<file path="src/rtl/fpm_round_norm_if.sv">
// ---------------------------------------------------------------------------
// fpm_round_norm_if
//
// Purpose
//    Bundles the upstream (product in) and downstream (packed result out)
//    valid/ready channels of the FP multiplier round/normalise stage so the
//    stage and its neighbours connect through one port.
//
// Signals
//    in_valid      producer offers a product this cycle
//    in_ready      stage can accept; transfer when in_valid && in_ready
//    in_sign       product sign (S1 ^ S2)
//    in_exp_sum    signed two's-complement E1 + E2 - 127
//    in_prod       raw 48-bit significand product {1.M1} * {1.M2}
//    in_is_nan     operand combination is inf*0 or a NaN operand
//    in_is_inf     an operand is infinite (non-NaN case)
//    in_is_zero    an operand is zero (non-NaN case)
//    out_valid     result held on out_* this cycle
//    out_ready     consumer accepts; transfer when out_valid && out_ready
//    out_result    packed IEEE-754 single {sign, exp[7:0], mant[22:0]}
//    out_overflow  result saturated to infinity
//    out_underflow result flushed to zero
//    out_inexact   a discarded bit was nonzero
//
// Modports
//    master  the surrounding system: drives in_*, out_ready
//    slave   the round/normalise stage: drives in_ready, out_*
// ---------------------------------------------------------------------------
interface fpm_round_norm_if;

   logic        in_valid;
   logic        in_ready;
   logic        in_sign;
   logic [9:0]  in_exp_sum;
   logic [47:0] in_prod;
   logic        in_is_nan;
   logic        in_is_inf;
   logic        in_is_zero;

   logic        out_valid;
   logic        out_ready;
   logic [31:0] out_result;
   logic        out_overflow;
   logic        out_underflow;
   logic        out_inexact;

   modport master (
      output in_valid,
      input  in_ready,
      output in_sign,
      output in_exp_sum,
      output in_prod,
      output in_is_nan,
      output in_is_inf,
      output in_is_zero,
      input  out_valid,
      output out_ready,
      input  out_result,
      input  out_overflow,
      input  out_underflow,
      input  out_inexact
   );

   modport slave (
      input  in_valid,
      output in_ready,
      input  in_sign,
      input  in_exp_sum,
      input  in_prod,
      input  in_is_nan,
      input  in_is_inf,
      input  in_is_zero,
      output out_valid,
      input  out_ready,
      output out_result,
      output out_overflow,
      output out_underflow,
      output out_inexact
   );

endinterface

</file>
<file path="src/rtl/fpm_round_norm.sv">
// ---------------------------------------------------------------------------
// fpm_round_norm
//
// Purpose
//    Back-end stage of the single-precision FP multiplier. Takes the raw
//    48-bit significand product, the sign, the biased exponent sum and the
//    special-case flags, then normalises, rounds to nearest-even, handles
//    overflow/underflow and packs an IEEE-754 result.
//
//    Two registered stages with an elastic valid/ready handshake:
//       stage 1  normalise (pick leading one, extract mant/G/R/S)
//       stage 2  round, resolve specials/range, pack into out_*
//    Throughput is one item per clock; up to two items are buffered while
//    the consumer stalls.
//
// Parameters
//    FLUSH_DENORM  results with exponent <= 0 after rounding flush to signed
//                  zero; only the value 1 is supported
//    QNAN          pattern emitted for NaN results
//
// Ports
//    clk    rising-edge clock
//    rst_n  asynchronous active-low reset; discards all buffered items
//    bus    fpm_round_norm_if.slave - upstream in_* and downstream out_*
// ---------------------------------------------------------------------------
module fpm_round_norm #(
   parameter bit          FLUSH_DENORM = 1'b1,
   parameter logic [31:0] QNAN         = 32'h7FC0_0000
) (
   input  logic              clk,
   input  logic              rst_n,
   fpm_round_norm_if.slave   bus
);

   // ------------------------------------------------------------------
   // Stage 1 state (normalised significand plus rounding bits)
   // ------------------------------------------------------------------
   logic               s1_valid;
   logic               s1_sign;
   logic signed [9:0]  s1_exp;
   logic [22:0]        s1_mant;
   logic               s1_g;
   logic               s1_r;
   logic               s1_s;
   logic               s1_nan;
   logic               s1_inf;
   logic               s1_zero;

   // ------------------------------------------------------------------
   // Stage 2 state (the registered output)
   // ------------------------------------------------------------------
   logic               out_valid_q;
   logic [31:0]        out_result_q;
   logic               out_overflow_q;
   logic               out_underflow_q;
   logic               out_inexact_q;

   // ------------------------------------------------------------------
   // Handshake
   // ------------------------------------------------------------------
   logic               s2_load;
   logic               s1_load;

   // Stage 1 combinational results
   logic signed [9:0]  n_exp;
   logic [22:0]        n_mant;
   logic               n_g;
   logic               n_r;
   logic               n_s;

   // Stage 2 combinational results
   logic               round_up;
   logic [23:0]        m24;
   logic [22:0]        r_mant;
   logic signed [9:0]  r_exp;
   logic               r_inexact;
   logic [31:0]        nxt_result;
   logic               nxt_overflow;
   logic               nxt_underflow;
   logic               nxt_inexact;

   // The output register may load whenever it is empty or its current
   // item is being taken this cycle. Stage 1 drains into it on the same
   // condition, so in_ready only looks at register state and out_ready,
   // never at in_valid.
   assign s2_load      = !out_valid_q || bus.out_ready;
   assign s1_load      = !s1_valid || s2_load;
   assign bus.in_ready = s1_load;

   assign bus.out_valid     = out_valid_q;
   assign bus.out_result    = out_result_q;
   assign bus.out_overflow  = out_overflow_q;
   assign bus.out_underflow = out_underflow_q;
   assign bus.out_inexact   = out_inexact_q;

   // Normalisation: the product of two 1.x significands lies in [1,4), so
   // the leading one sits at bit 47 or bit 46. When it is at bit 47 the
   // value is shifted right one place and the exponent bumps by one.
   always_comb begin
      n_exp  = $signed(bus.in_exp_sum);
      n_mant = bus.in_prod[45:23];
      n_g    = bus.in_prod[22];
      n_r    = bus.in_prod[21];
      n_s    = |bus.in_prod[20:0];
      if (bus.in_prod[47]) begin
         n_exp  = $signed(bus.in_exp_sum) + 10'sd1;
         n_mant = bus.in_prod[46:24];
         n_g    = bus.in_prod[23];
         n_r    = bus.in_prod[22];
         n_s    = |bus.in_prod[21:0];
      end
   end

   // Round to nearest-even, then resolve specials and range. A carry out
   // of the 23-bit fraction means the significand became 10.000..., which
   // renormalises to 1.000... with the exponent one higher. The exponent
   // is compared after rounding so a carry can itself cause overflow.
   // Specials take priority over range checks and never raise flags.
   always_comb begin
      round_up  = s1_g & (s1_r | s1_s | s1_mant[0]);
      m24       = {1'b0, s1_mant} + {23'd0, round_up};
      r_mant    = m24[22:0];
      r_exp     = s1_exp;
      if (m24[23]) begin
         r_mant = 23'd0;
         r_exp  = s1_exp + 10'sd1;
      end
      r_inexact = s1_g | s1_r | s1_s;

      nxt_result    = {s1_sign, r_exp[7:0], r_mant};
      nxt_overflow  = 1'b0;
      nxt_underflow = 1'b0;
      nxt_inexact   = r_inexact;

      if (s1_nan) begin
         nxt_result  = QNAN;
         nxt_inexact = 1'b0;
      end else if (s1_inf) begin
         nxt_result  = {s1_sign, 8'hFF, 23'd0};
         nxt_inexact = 1'b0;
      end else if (s1_zero) begin
         nxt_result  = {s1_sign, 8'h00, 23'd0};
         nxt_inexact = 1'b0;
      end else if (r_exp >= 10'sd255) begin
         nxt_result   = {s1_sign, 8'hFF, 23'd0};
         nxt_overflow = 1'b1;
         nxt_inexact  = 1'b1;
      end else if (FLUSH_DENORM && (r_exp <= 10'sd0)) begin
         nxt_result    = {s1_sign, 8'h00, 23'd0};
         nxt_underflow = 1'b1;
         nxt_inexact   = 1'b1;
      end
   end

   // Stage 1 register. When it can load but nothing is offered it empties,
   // which is safe because its previous content has moved to stage 2.
   always_ff @(posedge clk or negedge rst_n) begin
      if (!rst_n) begin
         s1_valid <= 1'b0;
         s1_sign  <= 1'b0;
         s1_exp   <= 10'sd0;
         s1_mant  <= 23'd0;
         s1_g     <= 1'b0;
         s1_r     <= 1'b0;
         s1_s     <= 1'b0;
         s1_nan   <= 1'b0;
         s1_inf   <= 1'b0;
         s1_zero  <= 1'b0;
      end else if (s1_load) begin
         s1_valid <= bus.in_valid;
         if (bus.in_valid) begin
            s1_sign <= bus.in_sign;
            s1_exp  <= n_exp;
            s1_mant <= n_mant;
            s1_g    <= n_g;
            s1_r    <= n_r;
            s1_s    <= n_s;
            s1_nan  <= bus.in_is_nan;
            s1_inf  <= bus.in_is_inf;
            s1_zero <= bus.in_is_zero;
         end
      end
   end

   // Output register. Data only changes when a real item moves in, so a
   // stalled result stays bit-stable and a bubble leaves the last value.
   always_ff @(posedge clk or negedge rst_n) begin
      if (!rst_n) begin
         out_valid_q     <= 1'b0;
         out_result_q    <= 32'd0;
         out_overflow_q  <= 1'b0;
         out_underflow_q <= 1'b0;
         out_inexact_q   <= 1'b0;
      end else if (s2_load) begin
         out_valid_q <= s1_valid;
         if (s1_valid) begin
            out_result_q    <= nxt_result;
            out_overflow_q  <= nxt_overflow;
            out_underflow_q <= nxt_underflow;
            out_inexact_q   <= nxt_inexact;
         end
      end
   end

endmodule

</file>
<file path="src/flat_wrapper.sv">
// flat-port wrapper written by rule: the top's interface ports become plain ports
module fpm_round_norm_flat 
#(
   parameter bit          FLUSH_DENORM = 1'b1,
   parameter logic [31:0] QNAN         = 32'h7FC0_0000
)
  (clk, rst_n, bus_in_valid, bus_in_ready, bus_in_sign, bus_in_exp_sum, bus_in_prod, bus_in_is_nan, bus_in_is_inf, bus_in_is_zero, bus_out_valid, bus_out_ready, bus_out_result, bus_out_overflow, bus_out_underflow, bus_out_inexact);
  fpm_round_norm_if bus_i ();
  input  logic clk;
  input  logic rst_n;
  input wire logic [$bits(bus_i.in_valid)-1:0] bus_in_valid;
  output wire logic [$bits(bus_i.in_ready)-1:0] bus_in_ready;
  input wire logic [$bits(bus_i.in_sign)-1:0] bus_in_sign;
  input wire logic [$bits(bus_i.in_exp_sum)-1:0] bus_in_exp_sum;
  input wire logic [$bits(bus_i.in_prod)-1:0] bus_in_prod;
  input wire logic [$bits(bus_i.in_is_nan)-1:0] bus_in_is_nan;
  input wire logic [$bits(bus_i.in_is_inf)-1:0] bus_in_is_inf;
  input wire logic [$bits(bus_i.in_is_zero)-1:0] bus_in_is_zero;
  output wire logic [$bits(bus_i.out_valid)-1:0] bus_out_valid;
  input wire logic [$bits(bus_i.out_ready)-1:0] bus_out_ready;
  output wire logic [$bits(bus_i.out_result)-1:0] bus_out_result;
  output wire logic [$bits(bus_i.out_overflow)-1:0] bus_out_overflow;
  output wire logic [$bits(bus_i.out_underflow)-1:0] bus_out_underflow;
  output wire logic [$bits(bus_i.out_inexact)-1:0] bus_out_inexact;
  assign bus_i.in_valid = bus_in_valid;
  assign bus_in_ready = bus_i.in_ready;
  assign bus_i.in_sign = bus_in_sign;
  assign bus_i.in_exp_sum = bus_in_exp_sum;
  assign bus_i.in_prod = bus_in_prod;
  assign bus_i.in_is_nan = bus_in_is_nan;
  assign bus_i.in_is_inf = bus_in_is_inf;
  assign bus_i.in_is_zero = bus_in_is_zero;
  assign bus_out_valid = bus_i.out_valid;
  assign bus_i.out_ready = bus_out_ready;
  assign bus_out_result = bus_i.out_result;
  assign bus_out_overflow = bus_i.out_overflow;
  assign bus_out_underflow = bus_i.out_underflow;
  assign bus_out_inexact = bus_i.out_inexact;
  fpm_round_norm #(.FLUSH_DENORM(FLUSH_DENORM), .QNAN(QNAN)) u_core (.clk(clk), .rst_n(rst_n), .bus(bus_i));
endmodule
</file>
<file path="config.mk">
export PLATFORM = sky130hd
export DESIGN_NAME = fpm_round_norm_flat
export DESIGN_NICKNAME = d
export VERILOG_FILES = /design/src/rtl/fpm_round_norm_if.sv /design/src/rtl/fpm_round_norm.sv /design/src/flat_wrapper.sv
export SDC_FILE = /design/constraint.sdc
export NUM_CORES = 1
export LEC_CHECK = 0
export CELL_PAD_IN_SITES_DETAIL_PLACEMENT = 1
export CELL_PAD_IN_SITES_GLOBAL_PLACEMENT = 2
export CORE_ASPECT_RATIO = 1.25
export CORE_MARGIN = 4
export CORE_UTILIZATION = 28
export DETAILED_ROUTE_END_ITERATION = 8
export PLACE_DENSITY = 0.74
export SLEW_MARGIN = 40
export SYNTH_ARGS = -nofsm -noshare
export SYNTH_HDL_FRONTEND = slang
export SYNTH_SLANG_ARGS = --single-unit
</file>
<file path="constraint.sdc">
create_clock -name clk -period 2.1 [get_ports clk]
set_input_delay 0.315 -clock clk [delete_from_list [all_inputs] [get_ports clk]]
set_output_delay 0.315 -clock clk [all_outputs]
set_load 0.005 [all_outputs]
</file>
==> metrics.cfg, run 1 <==
[clock_tree]
cts_buffers=9
clock_tree.buffer_depth=2
cts_num_sinks=77
cts-root-buf=clkbuf_16
clkLatencyLatePin_ns=0.33
cts_tree=built
cts.htree.levels=3
path_clk_slew_ns=0.06

[critical_path]
rr_worst_depth=9
reg2reg_to=u_core.bus.out_result[9]
critPathKind=flop to flop
crit_path_start=u_core.s1_exp[1]
critPathRequiredTime_ns=2.32
crit_fanout=10
r2r-start=u_core.s1_exp[1]
worstSetupStartpointType=flop
endpoint_kind=flop
regToRegSetupSlack_ns=-0.17
crit_path_end=u_core.bus.out_result[9]
arrival_ns=2.48

[routing]
remaining_drc_errors=0
avgRoutedWirePerCell_um=15.6
vias=3826
dr.pass1.iters=4
viasPerCell=4.71
antenna_left=0
drt-total-wl_um=12600
drt_iter0_drc=104

[floorplan]
io_pins=103
dieArea_um2=17500
die_w_um=119
rows=50
start_util=0.286
core_um2=15100
die_h_um=147

[grt]
grt_pass1_wl_um=21200
grt_use_met1=0.171
track_usage=0.149
antenna_found_initial=0
grt_pass1_vias=4193
grt_max_degree=73
met2_usage=0.266
top_usage_layer=met2
grt-ovfl-total=0
use_met3=0.0397

[placed_design]
post-place-ws_ns=-0.231
routabilityCongestion=0.887
dpl.cell_count=785
placed_cell_area_um2=6000
port_buffers=102
hpwl_um=9820

[finish]
area.growth.synth_to_final_pct=48.8
fin_cells=812
n_antenna_cell=0
layout.nets=668
stdcell_area_um2=6420
drive_above_1_share=0.242
fin_util=0.426
largest_reg_flops=32

[sta]
fin_worst_skew_ns=0.00603
setup_violations=30
slew_headroom=0.703
fin_crit_ns=2.27
hold_viol=0
tightest_slew_ns=0.446
drv_slew=0
final.period_utilization=1.08
rsz0062_at_grt=yes
finalWorstSetupSlack_ns=-0.168
max_freq_ghz=0.441

[synthesis]
yosys.area_share.adder=0.00870
syn-num-nets=508
ys_types=52
synth-xor-area-share=0.0814
synth-compound-area-share=0.144
synthArstFlopShare=1.00
yosysWarnings=0
seq_area_frac_synth=0.446
synth_area_um2=4320
synth_top_family_by_area=simple AND/OR/NAND/NOR gates
synth_seq_cells=77
synth_area_per_cell_um2=9.83
synth.area.mux_share=0.0757
ys.flop_type=dfrtp_1
synthSimpleGateAreaFrac=0.210
synth_cells=439
synth-edff-count=0

[pwr]
p_leak_uw=0.00267
power_density_nw_per_um2=691
ir_drop_uv=362

[run_status]
status=finished with violations
violations=negative setup slack

[min_path]
holdCritPathClass=flop to flop

[run]
cap_violations=0

[critical path, stage by stage, from the launching register on]
cell,delay (ns)
dfrtp_2,0.44
ha_4,0.18
or3_4,0.33
a311oi_2,0.23
nand4_1,0.15
a22oi_2,0.22
a41oi_2,0.18
nand4_4,0.19
buf_12,0.16
o21ai_2,0.06
[per-stage QoR]
stage          hold slack (ns)  total power [uW]  TNS [ns]
4_1_cts                  0.479              4490     -3.43
3_5_place_dp             0.298              3030     -5.33
3_3_place_gp             0.289              2990     -2.52
6_report                 0.473              4430     -3.66
2_1_floorplan           0.0194              2360    -0.746
5_1_grt                  0.502              4700     -7.76
[cell usage in the layout, fill, tap and decap left out, drive strengths merged, types with 2 or more instances in the layout]
| cell type | n |
|---|---|
| dfrtp | 77 |
| clkdlybuf4s50 | 100 |
| mux2 | 5 |
| nor3 | 6 |
| o21ai | 60 |
| and2 | 2 |
| nand3 | 11 |
| o21a | 3 |
| o221a | 6 |
| nand3b | 3 |
| or3 | 2 |
| a21oi | 5 |
| xnor2 | 15 |
| nand2 | 80 |
| a31o | 2 |
| nor4 | 5 |
| xor2 | 23 |
| nand4 | 20 |
| ha | 3 |
| and3 | 9 |
| nand2b | 3 |
| clkinv | 2 |
| a211oi | 2 |
| inv | 5 |
| mux2i | 27 |
| and4 | 5 |
| clkbuf | 14 |
| nor2 | 22 |
| buf | 71 |
| or2 | 2 |
| o22a | 2 |
[worst min path at each step]
stage | from | end | slack [ns] | cells after the start
2_1_floorplan | rst_n | u_core.bus.out_inexact | 0.02 | 0
3_3_place_gp | rst_n | u_core.s1_exp[6] | 0.29 | 1
3_5_place_dp | rst_n | u_core.s1_exp[8] | 0.30 | 1
4_1_cts | u_core.bus.out_result[19] | u_core.bus.out_result[19] | 0.48 | 2
5_1_grt | u_core.bus.out_result[19] | u_core.bus.out_result[19] | 0.50 | 2
6_report | u_core.bus.out_result[19] | u_core.bus.out_result[19] | 0.47 | 2
[kinds of logic (layout without fill, tap and decap cells)]
family / Yosys count / count (layout)
multiplexers: 32 / 32
XOR/XNOR: 38 / 38
adder cells (fa/ha/maj): 3 / 3
buffers and inverters: 29 / 193
AO/OA/AOI/OAI: 87 / 87
flip-flops: 77 / 77
AND/OR/NAND/NOR: 173 / 174
[area by class of cell]
cell class / count / area, um2
multi-input cells: 334 / 2350
fillers: 1687 / 8650
inverters: 5 / 18.8
repair buffers: 172 / 1600
clock inverters: 2 / 10.0
well taps: 208 / 260
clock buffers: 14 / 254
flip-flops and latches: 77 / 1930
[where the power goes]
part	total, uW	internal [uW]	switching, uW
registers	1830	1670	157
clock network	1400	830	571
logic	1200	672	532
[Yosys cell counts (3+ instances only)]
| cell | n | area, um2 |
|---|---|---|
| mux2_2 | 4 | 45.0 |
| buf_6 | 3 | 33.8 |
| and4_1 | 5 | 43.8 |
| nand4_4 | 3 | 63.8 |
| nor3_1 | 5 | 25.0 |
| ha_1 | 3 | 37.5 |
| mux2i_1 | 27 | 270 |
| a21oi_1 | 5 | 25.0 |
| nand3_1 | 11 | 55.1 |
| xor2_1 | 23 | 201 |
| nor2_1 | 22 | 82.6 |
| nand2b_1 | 3 | 18.8 |
| buf_2 | 4 | 20.0 |
| inv_1 | 5 | 18.8 |
| o21ai_0 | 40 | 200 |
| nor4_1 | 5 | 31.3 |
| xnor2_1 | 14 | 123 |
| dfrtp_1 | 77 | 1930 |
| nand2_1 | 80 | 300 |
| o21ai_2 | 20 | 175 |
| nand3b_1 | 3 | 22.5 |
| nand4_1 | 17 | 106 |
| clkbuf_1 | 13 | 48.8 |
| o221a_2 | 4 | 45.0 |
| and3_1 | 7 | 43.8 |
[layer usage]
metal	up-vias	wire length, um
met5	-	0
met4	0	265
met3	16	605
met2	88	6630
met1	1843	5140
li1	1879	-
[what timing repair did]
item	in CTS	in global routing
gates cloned	1	0
resized for setup	10	8
endpoints found under the setup margin	32	33
pin swaps	8	13
hold buffers	1	0
endpoints found under the hold margin	32	0
setup buffers	4	5
Note: power is estimated with default switching activity, not from simulation.
==> run 2, diff against run 1 <==
- GPL_TIMING_DRIVEN: not set -> 0
==> run 2 against run 1 <==
Effect of this change:
- the run still ends with negative setup slack left
- register-to-register slack got worse by 0.11 ns
- clock-buffer cell count fell by 4
- die area unchanged
- routed wire length up 4.1%
- core utilization about the same
- final area is essentially flat
- combinational power fell by 3%
- hold slack got worse by 0.075 ns
- power rose by 5.7%
- clock skew rose by 0.00061 ns
- critical path type unchanged
- largest power group unchanged
==> metrics.cfg, run 2 (synthesized netlist as in run 1, its figures left out) <==
[critical_path]
arrival_ns=2.61  ; +0.13 ns
rr_worst_depth=9  ; unchanged
regToRegSetupSlack_ns=-0.27  ; -0.11 ns
crit_fanout=10  ; unchanged
critPathKind=flop to flop
r2r-start=u_core.s1_exp[1]
reg2reg_to=u_core.bus.out_result[10]
critPathRequiredTime_ns=2.34  ; +0.02 ns
worstSetupStartpointType=flop
endpoint_kind=flop

[clock_tree]
cts.htree.levels=3  ; unchanged
cts-root-buf=clkbuf_16
clkLatencyLatePin_ns=0.34  ; about the same
cts_num_sinks=77  ; unchanged
cts_tree=built
clock_tree.buffer_depth=2  ; unchanged
path_clk_slew_ns=0.06  ; about the same
cts_buffers=9  ; unchanged

[grt]
antenna_found_initial=0  ; unchanged
grt-ovfl-total=0  ; unchanged
track_usage=0.148  ; -0.00119
grt_pass1_wl_um=20800  ; -2.1%
grt_max_degree=52  ; -29%
grt_pass1_vias=4058  ; -3.2%

[routing]
viasPerCell=4.82  ; +2.2%
dr.pass1.iters=4  ; unchanged
drt-total-wl_um=13200  ; +4.1%
antenna_left=0  ; unchanged
avgRoutedWirePerCell_um=16.4  ; +5.3%
drt_iter0_drc=115  ; +11%
vias=3867  ; +1.1%
remaining_drc_errors=0  ; unchanged

[sta]
drv_slew=0  ; unchanged
finalHoldWorstSlack_ns=0.399  ; -0.0749 ns
setup_violations=32  ; +6.7%
tightest_slew_ns=0.839  ; +0.394 ns
finalWorstSetupSlack_ns=-0.274  ; -0.106 ns
slew_headroom=0.441  ; -0.262
rsz0062_at_grt=yes
max_freq_ghz=0.421  ; -4.5%
final.period_utilization=1.13  ; +0.0507
fin_worst_skew_ns=0.00664  ; +0.000609 ns
fin_crit_ns=2.37  ; +0.106 ns
hold_viol=0  ; unchanged
setup_tns_ns=-7.33  ; -3.66 ns

[finish]
layout.cells.most_common_list=clkdlybuf4s50_1 (100), nand2_1 (80), dfrtp_1 (69), o21ai_0 (37), buf_4 (33)
largest_reg_flops=32  ; unchanged
n_antenna_cell=0  ; unchanged
final_common_cell=clkdlybuf4s50_1
drive_above_1_share=0.230  ; -0.0115
layout.nets=659  ; -1.3%
area.growth.synth_to_final_pct=48.8  ; about the same

[floorplan]
dieArea_um2=17500  ; unchanged
io_pins=103  ; unchanged
rows=50  ; unchanged
die_h_um=147  ; unchanged
core_um2=15100  ; unchanged
die_w_um=119  ; unchanged
start_util=0.286  ; unchanged

[pwr]
ir_drop_uv=348  ; -3.8%
power_density_nw_per_um2=730  ; +5.7%
p_leak_uw=0.00260  ; -2.4%

[run]
cap_violations=0  ; unchanged

[placed_design]
routabilityCongestion=0.776  ; -13%
port_buffers=101  ; -0.98%
hpwl_um=9810  ; -0.14%

[run_status]
status=finished with violations
violations=negative setup slack

[min_path]
holdCritPathClass=primary input to asynchronous set/reset pin

==> run 2: cell types whose count changed in the layout (fill, tap and decap cells not counted), moves of 3 or more <==
cell and change:
buf_4 -30, clkbuf_1 +8, buf_6 +7, dfrtp_1 -5
dfrtp_2 +5, buf_12 -4, o21ai_2 +3
==> run 2: through the flow <==
step                instance area, um2  std cells  worst slack [ns]  utilization  power, uW
floorplan                         4360        439           -0.0473            -       2360
global placement                  5630        748             -2.36        0.374       2820
detailed placement                5670        749            -0.449        0.376       2870
CTS                               6220        787            -0.254        0.412       4650
global route                      6420        803            -0.346        0.426       4950
finish                            6420        803            -0.274        0.426       4690
==> run 2: final cells by class <==
type	instances	area (um2)
Buffer	24	151
Clock buffer	10	229
Clock inverter	6	86.3
Fill cell	1715	8660
Inverter	5	18.8
Multi-Input combinational cell	333	2390
Sequential cell	77	1940
Tap cell	208	260
Timing Repair Buffer	140	1350
==> run 2: how the worst max path moves through the flow <==
stage	cells after the start	startpoint	to
detailed placement	8	u_core.s1_mant[7]	u_core.bus.out_result[10]
floorplan	8	u_core.s1_mant[7]	u_core.bus.out_result[23]
global route	9	u_core.s1_exp[1]	u_core.bus.out_result[7]
CTS	9	u_core.s1_exp[1]	u_core.bus.out_result[10]
finish	9	u_core.s1_exp[1]	u_core.bus.out_result[10]
global placement	1	rst_n	u_core.s1_mant[3]
==> run 2: repair_timing <==
item                                   4_1_cts  5_1_grt
buffers inserted                            21       16
resized for setup                           22       20
hold buffers                                 1        0
endpoints found under the hold margin       26        0
pin swaps                                   11       16
setup endpoints to repair                   43       62
==> run 2: routing by layer <==
layer,routed length [um],GRT usage
met1,5580,0.180
met2,6830,0.259
met3,555,0.0327
met4,205,0.0464
met5,0,0
==> run 2: power breakdown <==
| part | leakage (uW) | internal (uW) | switching, uW |
|---|---|---|---|
| Combinational | 0.00150 | 634 | 527 |
| Sequential | 0.000949 | 1670 | 187 |
| Clock | 0.000153 | 1040 | 625 |
| Total | 0.00260 | 3350 | 1340 |
==> run 2: worst max-delay path, cell delays in order (launching register included) <==
cell	delay, ns
dfrtp_2	0.47
ha_4	0.19
or3_4	0.32
a311oi_2	0.22
nand4_1	0.14
a22oi_2	0.32
a41oi_4	0.19
nand4_4	0.18
buf_8	0.17
o21ai_2	0.07
